==> src/rtl/uart_pkg.sv <==
// uart_pkg: shared UART defaults and receiver FSM state encoding
package uart_pkg;
    localparam int DEF_DATA_WIDTH = 8;
    localparam int DEF_CLKS_PER_BIT = 16;
    typedef enum logic [2:0] {IDLE, START, DATA, STOP, BREAK} rx_state_t;
endpackage

==> src/rtl/sync_2ff.sv <==
// sync_2ff: two-flop single-bit synchronizer with selectable reset value
module sync_2ff #(
    parameter logic RESET_VAL = 1'b0
) (
    input  logic clk,
    input  logic rst,
    input  logic d,
    output logic q
);
    logic meta;
    always_ff @(posedge clk or posedge rst)
        if (rst) {q, meta} <= {2{RESET_VAL}};
        else {q, meta} <= {meta, d};
endmodule

==> src/rtl/uart_rx.sv <==
// uart_rx: 8N1-style UART receiver, midpoint sampling, valid/ready output
module uart_rx
    import uart_pkg::*;
#(
    parameter int DATA_WIDTH = DEF_DATA_WIDTH,
    parameter int CLKS_PER_BIT = DEF_CLKS_PER_BIT
) (
    input  logic                  clk,
    input  logic                  rst,
    input  logic                  ser_in,
    output logic [DATA_WIDTH-1:0] rx_data,
    output logic                  rx_valid,
    input  logic                  rx_ready,
    output logic                  frame_err,
    output logic                  overrun,
    output logic                  busy
);
    localparam int CW = $clog2(CLKS_PER_BIT);
    localparam int IW = DATA_WIDTH > 1 ? $clog2(DATA_WIDTH) : 1;
    localparam logic [CW-1:0] MID_CNT = CW'(CLKS_PER_BIT / 2 - 1);
    localparam logic [CW-1:0] END_CNT = CW'(CLKS_PER_BIT - 1);
    localparam logic [IW-1:0] LAST_IDX = IW'(DATA_WIDTH - 1);
    rx_state_t state, state_nxt;
    logic rxs, mid, bit_end, clr_cnt, sample, load, bad_stop;
    logic [CW-1:0] bit_cnt;
    logic [IW-1:0] data_idx;
    logic [DATA_WIDTH-1:0] shift_reg;
    sync_2ff #(.RESET_VAL(1'b1)) u_sync (.clk(clk), .rst(rst), .d(ser_in), .q(rxs));
    assign mid = bit_cnt == MID_CNT;
    assign bit_end = bit_cnt == END_CNT;
    assign busy = state != IDLE;
    always_ff @(posedge clk or posedge rst)
        if (rst) state <= IDLE;
        else state <= state_nxt;
    // Re-zeroing the timer at the start-bit midpoint puts every later end-of-count on a bit midpoint.
    always_comb begin
        state_nxt = state;
        clr_cnt = 1'b0;
        sample = 1'b0;
        load = 1'b0;
        bad_stop = 1'b0;
        case (state)
            IDLE: begin
                clr_cnt = 1'b1;
                if (!rxs) state_nxt = START;
            end
            START: if (mid) begin
                clr_cnt = 1'b1;
                state_nxt = rxs ? IDLE : DATA;
            end
            DATA: if (bit_end) begin
                sample = 1'b1;
                if (data_idx == LAST_IDX) state_nxt = STOP;
            end
            STOP: if (bit_end) begin
                load = rxs;
                bad_stop = !rxs;
                state_nxt = rxs ? IDLE : BREAK;
            end
            BREAK: if (rxs) state_nxt = IDLE;
            default: state_nxt = IDLE;
        endcase
    end
    always_ff @(posedge clk or posedge rst)
        if (rst) begin
            bit_cnt <= '0;
            data_idx <= '0;
            shift_reg <= '0;
            rx_data <= '0;
            rx_valid <= 1'b0;
            frame_err <= 1'b0;
            overrun <= 1'b0;
        end else begin
            bit_cnt <= (clr_cnt || bit_end) ? '0 : bit_cnt + 1'b1;
            data_idx <= state != DATA ? '0 : sample ? data_idx + 1'b1 : data_idx;
            if (sample) shift_reg <= {rxs, shift_reg[DATA_WIDTH-1:1]};
            if (load) rx_data <= shift_reg;
            rx_valid <= load || (rx_valid && !rx_ready);
            frame_err <= bad_stop;
            overrun <= load && rx_valid && !rx_ready;
        end
endmodule

==> config.mk <==
export PLATFORM = sky130hd
export DESIGN_NAME = uart_rx
export DESIGN_NICKNAME = d
export VERILOG_FILES = /design/src/rtl/uart_pkg.sv /design/src/rtl/sync_2ff.sv /design/src/rtl/uart_rx.sv
export SDC_FILE = /design/constraint.sdc
export NUM_CORES = 1
export LEC_CHECK = 0
export ABC_AREA = 0
export BUFFER_PORTS_ARGS = -buffer_cell sky130_fd_sc_hd__buf_2
export CORE_MARGIN = 2
export CORE_UTILIZATION = 55
export CTS_CLUSTER_SIZE = 12
export DETAILED_ROUTE_END_ITERATION = 12
export PLACE_DENSITY = 0.85
export SLEW_MARGIN = 20
export SYNTH_ARGS = -nofsm -noshare
export SYNTH_HDL_FRONTEND = slang
export SYNTH_SLANG_ARGS = --single-unit
export TNS_END_PERCENT = 50
==> constraint.sdc <==
create_clock -name clk -period 2.1 [get_ports clk]
set_clock_uncertainty 0.05 [all_clocks]
set_input_delay 0.105 -clock clk [delete_from_list [all_inputs] [get_ports clk]]
set_output_delay 0.105 -clock clk [all_outputs]
set_load 0.02 [all_outputs]
# == Word level (Yosys, flattened, before mapping) ==
# Index checks and enable logic that the tools add are counted.
# Widths: inputs -> output; s select.
# op_classes
add_sub_neg,2
mul,0
div_mod_pow,0
magnitude_cmp,0
eq_ne,14
shifts,0
n_mux,20
n_bitwise,0
reduce_logical,11
# ops
op,count
$mux 3,9
$pmux 3 s5,1
$ne 2x2->1 const B,5
$mux 1,7
$eq 3x2->1 const B,2
$eq 3x3->1 const B,2
$reduce_and 6->1,1
$add 4x1->4 const B,1
$eq 4x3->1 const B,1
$eq 4x4->1 const B,1
$mux 4,1
$add 3x1->3 const B,1
$eq 3x1->1 const B,1
$logic_and 1x1->1,3
$logic_not 3->1,1
$ne 3x2->1 const B,1
$reduce_bool 3->1,1
$logic_not 1->1,2
$logic_or 1x1->1,2
$mux 2,1
$ne 2x1->1 const B,1
$pmux 1 s2,1
$reduce_bool 2->1,1
# totals
ff_bits,31
latch_bits,0
ram_bits,0
romBits,0
in_bits,4
out_inout_bits,12
word_cells,57
n_memories,0

# == Depth between registers and ports, before layout ==
# Gate-level depths: netlist of run 1.
# logic_depth
depth_word,5
ltp_mapped,5
ltp_nobuf,4

# == Hierarchy ==
# From an unflattened synthesis of run 1, not the netlist that was laid out.
# unflattened
hier_cells,98
area_unflattened_um2,1305.0
# by_module_without_submodules
mod,n_inst,cells_per_inst,area_per_inst_um2,seq_area_each_um2
uart_rx,1,95,1248.7,725.7
sync_2ff,1,3,56.3,52.6

# == Worst setup path before layout of run 1 ==
# Ideal clock, no wire load.
# synth_path
kind,register to register
start,register bit_cnt[0]
end,register rx_data[0]
setup_time_ns,0.125
t_arrival_ns,1.634
t_required_ns,1.925
slack_ns,0.291
path_stages_with_launch,6
n_path_buf,1
synth_period_minus_slack_ns,1.809
path_cell_list,dfrtp_1 ha_1 nand3_2 or4_4 buf_6 mux2_4
# synth_between
elab_chain_len,3
# synth_rtl
item,line_no,source
"start, declared",uart_rx.sv:25,logic [CW-1:0] bit_cnt;
"start signal, assigned",uart_rx.sv:74,bit_cnt <= (clr_cnt || bit_end) ? '0 : bit_cnt + 1'b1;
$eq 4x4->1,uart_rx.sv:30,assign bit_end = bit_cnt == END_CNT;
$mux 1,uart_rx.sv:55,STOP: if (bit_end) begin
$mux 1,uart_rx.sv:42,case (state)
"end signal, assigned",uart_rx.sv:77,if (load) rx_data <= shift_reg;
"end, declared",uart_rx.sv:11,"output logic [DATA_WIDTH-1:0] rx_data,"
# Every way passes these cells.
# A chain may end at the register's enable or synchronous reset.

# == Worst setup path after layout of run 1 ==
# layout_path
start,register bit_cnt[0]
end,register rx_data[1]
# The elaborated chain is that of the path after synthesis.

==> results of run 1 <==
==> timing repair <==
action,4_1_cts,5_1_grt
endpoints found under the setup margin,0,0
hold buffers,3,0
endpoints found under the hold margin,31,0
==> worst min path at each step <==
stage | start | end | slack [ns] | cells after the start
6_report | rst | rx_data[4] | 0.32 | 4
5_1_grt | u_sync.meta | u_sync.q | 0.32 | 0
4_1_cts | rst | rx_data[4] | 0.32 | 4
3_5_place_dp | rst | rx_valid | 0.15 | 3
3_3_place_gp | rst | rx_valid | 0.14 | 3
2_1_floorplan | ser_in | u_sync.meta | 0.06 | 0
==> layer usage <==
metal | GRT usage, % | wire (um) | share of wire (%)
met2 | 27.7 | 990 | 50
met4 | 12.8 | 47 | 2.4
met1 | 19.0 | 874 | 44
met3 | 6.00 | 84 | 4.2
met5 | 0 | 0 | 0
==> cells in the mapped netlist (all sizes together) <==
library cell | instances | area, sq um
a21oi | 3 | 15.0
a2bb2oi | 1 | 8.76
a31oi | 1 | 6.26
a41o | 1 | 11.3
a41oi | 1 | 8.76
and2 | 1 | 6.26
and3 | 1 | 7.51
buf | 2 | 16.3
clkbuf | 1 | 5.00
dfrtp | 29 | 726
dfstp | 2 | 52.6
ha | 3 | 37.5
inv | 2 | 7.51
mux2 | 16 | 210
nand2 | 9 | 33.8
nand2b | 1 | 6.26
nand3 | 3 | 20.0
nand4b | 1 | 8.76
nor2 | 8 | 30.0
nor2b | 2 | 12.5
o21ai | 2 | 10.0
o21ba | 1 | 10.0
or3 | 2 | 13.8
or4 | 1 | 11.3
xnor2 | 1 | 8.76
xor2 | 2 | 17.5
==> placed cells by master (no fill, tap or decap), types with 2 or more instances in the layout <==
cell	count
mux2_4	8
a21oi_1	3
nand3_1	2
nor2_1	8
nor2b_1	2
dfstp_2	2
buf_2	15
inv_1	2
xor2_1	2
mux2_2	8
dfrtp_1	29
ha_1	3
nand2_1	9
o21ai_0	2
dlygate4sd3_1	3
clkbuf_4	5
==> kinds of logic after synthesis <==
logic type / synth area share (%)
AO/OA/AOI/OAI: 5.38
XOR/XNOR: 2.02
adder cells (fa/ha/maj): 2.88
buffers and inverters: 2.21
flip-flops: 59.8
multiplexers: 16.2
AND/OR/NAND/NOR: 11.5
==> worst max-delay path, delay by kind of cell, from the launching register on <==
kind          cells  cell delay (ns)
flops             1             0.39
simple gates      2             0.75
fa+ha+maj         1             0.29
mux               1             0.33
==> final cells by class <==
type | instances | area [sq um]
fillers | 171 | 746
flip-flops and latches | 31 | 778
clock inverters | 1 | 5.00
multi-input cells | 61 | 494
clock buffers | 7 | 55.1
repair buffers | 19 | 113
well taps | 28 | 35.0
inverters | 2 | 7.51
==> report_power, final <==
| part | switching, mW | internal (mW) |
|---|---|---|
| sequential | 0.0884 | 0.660 |
| combinational | 0.126 | 0.121 |
| clock | 0.195 | 0.162 |
==> run_results.csv, run 1 <==
group,metric,value,unit
place,gpl.final_weighted_congestion,0.791,
global_route,globalRoute.totalOverflow,0,
clocking,cts_inserted_buffers,5,
worst_setup_path,r2r.worst_path.cells,4,
sta,slew_headroom,71.8,%
worst_setup_path,critPathKind,"reg2reg",
finish,finalCoreUtilization,66.6,%
logic_synthesis,synthesis.area,0.00130,sq mm
drt,remaining_drc_errors,0,
drt,drt-total-wl,2.00,mm
drt,vias_per_cell,5.26,
place,dpl.cell_count,138,
clocking,cts_max_path_buffers,2,
clocking,cts_num_sinks,31,
sta,fin_crit,1.92,ns
worst_setup_path,worst_setup_path_endpoint,"rx_data[1]",
finish,fin_nets,127,
pwr,cellPowerDensity,910,mW/mm^2
floorplan,ios,16,
sta,finalSetupTns,0,ns
sta,maxClockFrequency,0.520,GHz
sta,rsz0062_at_grt,"no",
pwr,max-vdd-ir-drop,0.514,mV
finish,insertedDiodeCount,0,
clocking,cts_setup_buffers,0,
sta,fin_worst_setup_slack,0.175,ns
status,run_status,"finished clean",
drt,num_vias,783,
worst_setup_path,cp.required,2.27,ns
sta,hold_slack,0.317,ns
drt,routed_wire_length_per_instance,13.4,um
global_route,antenna_violations_before_repair,0,
worst_setup_path,worstPathArrival,2.09,ns
worst_setup_path,worst_r2r_startpoint,"bit_cnt[0]",
worst_setup_path,crit_path_max_fanout,10,
global_route,gr-usage-all-layers,17.4,%
logic_synthesis,synth.avg_cell_area,13.4,sq um
clocking,cts_tree,"yes",
logic_synthesis,synth-seq-area-share,59.8,%
logic_synthesis,number_of_warnings_printed_during_yosys_synthesis,0,
place,place_worst_setup_slack,0.185,ns
finish,final-instance-count-excl-fill,149,
floorplan,row_count,17,
global_route,grt_max_degree,32,
worst_setup_path,worstPathCellList,"ha_1 -> nand3_2 -> or4_4 -> mux2_4",
sta,final-max-slew-violation-count,0,
finish,drive_above_1_share,38.8,%
floorplan,core_area,0.00223,sq mm
clocking,htree_num_levels,2,
clocking,cts_repair_resize_count,0,
clocking,cts_root_buf,"clkbuf_4",
worst_setup_path,critPathSlowestCell,"or4_4",
worst_setup_path,critPathLaunchType,"flip-flop",
flow_run,maxCapViolCount,0,
worst_setup_path,timing.rr.end,"rx_data[1]",
place,place.port_buffers,15,
floorplan,die_x,52.6,um
logic_synthesis,syn_nets,104,
finish,syn2layout_area_growth,14.3,%
floorplan,initial_utilization,58.3,%
global_route,number_of_global_route_vias_before_repair,743,
worst_setup_path,critPathLaunch,"bit_cnt[0]",
drt,drt_iter0_drc,9,
floorplan,die_ar,0.00277,sq mm
clocking,path_clk_slew,0.10,ns
clocking,clock_latency,0.33,ns
drt,ant_nets,0,
worst_setup_path,timing.critical_path.to_type,"flip-flop",
global_route,grt_pass1_wl,3.24,mm
logic_synthesis,postSynthRegisterBits,31,
pwr,static-leakage-power,0.795,nW
drt,firstDrtPassIters,4,
finish,postLayoutCellArea,0.00149,sq mm
worst_setup_path,reg2reg_setup_slack,0.18,ns
sta,final-setup-viol-count,0,
floorplan,die-height,52.6,um
sta,tightest_slew,0.422,ns
logic_synthesis,synth.distinct_cells,30,
worst_setup_path,max_stage_delay,0.62,ns
pwr,total_design_power,1.35,mW
sta,hold_viol,0,
place,dpl_cell_area,0.00140,sq mm
place,dp_hpwl,1.39,mm
worst_hold_path,holdCritPathClass,"in2async",
sta,fin_crit_sh,91.7,%
logic_synthesis,synth_cells,97,
Power figures use the tool's default switching activity.
==> run 2: changes to the inputs <==
- CORE_ASPECT_RATIO: default -> 0.9
- PLACE_DENSITY: 0.85 -> default
- PLACE_DENSITY_LB_ADDON: default -> 0.3
==> run 2 against run 1 <==
First-iteration DRC count increased by 33%. Core utilization increased by 1.3 points. Routed wire length increased by 14%. Total power increased by 2.1%. Critical path depth unchanged. Setup slack got worse by 0.0015 ns. Maximum frequency about the same. Combinational power increased by 2%. Die area about the same. Critical endpoint is now rx_data[2]. Largest cell class unchanged.
==> run_results.csv, run 2 (synthesis gave the netlist of run 1 again) <==
group,metric,value,unit
clocking,path_clk_slew,0.09,ns
floorplan,row_count,16,
place,dp_hpwl,1.65,mm
drt,routed_wire_length_per_instance,15.4,um
worst_setup_path,timing.rr.end,"rx_data[2]",
worst_setup_path,cp.required,2.26,ns
clocking,cts_max_path_buffers,2,
place,dpl.cell_count,137,
sta,maxClockFrequency,0.519,GHz
clocking,cts_num_sinks,31,
global_route,globalRoute.totalOverflow,0,
finish,layout.cells.most_common,"dfrtp_1",
clocking,cts_inserted_buffers,5,
worst_setup_path,worstPathArrival,2.08,ns
global_route,gr-usage-all-layers,19.2,%
sta,final-setup-viol-count,0,
global_route,antenna_violations_before_repair,0,
finish,fin_nets,127,
sta,tightest_slew,0.433,ns
drt,vias_per_cell,5.36,
drt,routed.top_layer,"met3",
pwr,cellPowerDensity,924,mW/mm^2
flow_run,maxCapViolCount,0,
clocking,htree_num_levels,2,
floorplan,die-height,50.1,um
worst_setup_path,crit_path_max_fanout,10,
global_route,grt_max_degree,22,
clocking,cts_root_buf,"clkbuf_4",
finish,final-instance-count-excl-fill,148,
floorplan,ios,16,
status,run_status,"finished clean",
clocking,cts_repair_resize_count,0,
sta,finalSetupTns,0,ns
drt,num_vias,794,
global_route,grt_pass1_wl,3.95,mm
place,place.port_buffers,15,
drt,wl_met1,969,um
floorplan,die_x,55.3,um
place,place_worst_setup_slack,0.178,ns
sta,fin_worst_setup_slack,0.174,ns
finish,leading_cell_types_in_the_layout_fill_and_taps_excluded,"dfrtp_1 (29), buf_2 (15), nand2_1 (9)",
worst_setup_path,reg2reg_setup_slack,0.17,ns
sta,slew_headroom,71.1,%
worst_setup_path,max_stage_delay,0.62,ns
worst_setup_path,critPathKind,"reg2reg",
worst_setup_path,r2r.worst_path.cells,4,
pwr,static-leakage-power,0.798,nW
drt,wl_met3,80,um
finish,insertedDiodeCount,0,
drt,drt-total-wl,2.27,mm
drt,firstDrtPassIters,4,
pwr,total_design_power,1.38,mW
worst_setup_path,worst_r2r_startpoint,"bit_cnt[0]",
finish,syn2layout_area_growth,14.9,%
drt,ant_nets,0,
worst_setup_path,worst_setup_path_endpoint,"rx_data[2]",
drt,remaining_drc_errors,0,
worst_setup_path,worstPathCellList,"ha_1 -> nand3_2 -> or4_4 -> mux2_4",
place,gpl.final_weighted_congestion,0.744,
floorplan,initial_utilization,59.1,%
worst_setup_path,critPathLaunch,"bit_cnt[0]",
sta,fin_crit_sh,91.7,%
place,dpl_cell_area,0.00140,sq mm
worst_setup_path,timing.critical_path.to_type,"flip-flop",
floorplan,die_ar,0.00277,sq mm
worst_setup_path,critPathSlowestCell,"or4_4",
sta,fin_crit,1.93,ns
drt,wl_met2,1.22,mm
sta,hold_viol,0,
finish,postLayoutCellArea,0.00150,sq mm
floorplan,core_area,0.00220,sq mm
sta,final-max-slew-violation-count,0,
sta,rsz0062_at_grt,"no",
finish,drive_above_1_share,38.8,%
worst_setup_path,critPathLaunchType,"flip-flop",
global_route,number_of_global_route_vias_before_repair,856,
clocking,clock_latency,0.32,ns
drt,drt_iter0_drc,12,
pwr,max-vdd-ir-drop,0.761,mV
worst_hold_path,holdCritPathClass,"in2async",
clocking,cts_tree,"yes",
run 2: worst max-delay path: cells and delay by family (launching register included):
family        cells  cell delay [ns]
fa+ha+maj         1             0.29
flops             1             0.37
mux               1             0.35
simple gates      2             0.75
run 2: area by class of cell:
class	count	area, sq um
Sequential cell	31	778
Fill cell	169	707
Multi-Input combinational cell	61	494
Timing Repair Buffer	19	113
Clock buffer	8	68.8
Tap cell	27	33.8
Inverter	2	7.51
run 2: what timing repair did:
item | 4_1_cts | 5_1_grt
buffers inserted | 0 | 0
endpoints found under the setup margin | 0 | 0
hold endpoints to repair | 12 | 0
hold buffers | 3 | 0
run 2: per-layer routing:
metal | GRT usage, % | up-vias
li1 | - | 383
met1 | 20.8 | 393
met2 | 35.5 | 18
met3 | 6.19 | 0
met4 | 6.10 | 0
met5 | 0 | -
run 2: worst min path at each step:
stage	startpoint	endpoint	slack (ns)
after floorplan	ser_in	u_sync.meta	0.06
after global placement	rst	overrun	0.05
after detailed placement	rst	rx_valid	0.06
after CTS	rst	overrun	0.26
after global routing	rst	rx_valid	0.29
final	rst	overrun	0.26
run 2: report_power, final:
group,switching (mW),total (mW),internal (mW)
Combinational,0.133,0.253,0.120
Sequential,0.0900,0.750,0.660
Clock,0.182,0.379,0.197
Total,0.405,1.38,0.977
run 2: through the flow:
| stage | hold slack [ns] | util (%) |
|---|---|---|
| global placement | 0.0543 | 63.4 |
| detailed placement | 0.0605 | 63.4 |
| CTS | 0.257 | 67.9 |
| floorplan | 0.0595 | - |
| finish | 0.259 | 67.9 |
| global route | 0.287 | 67.9 |
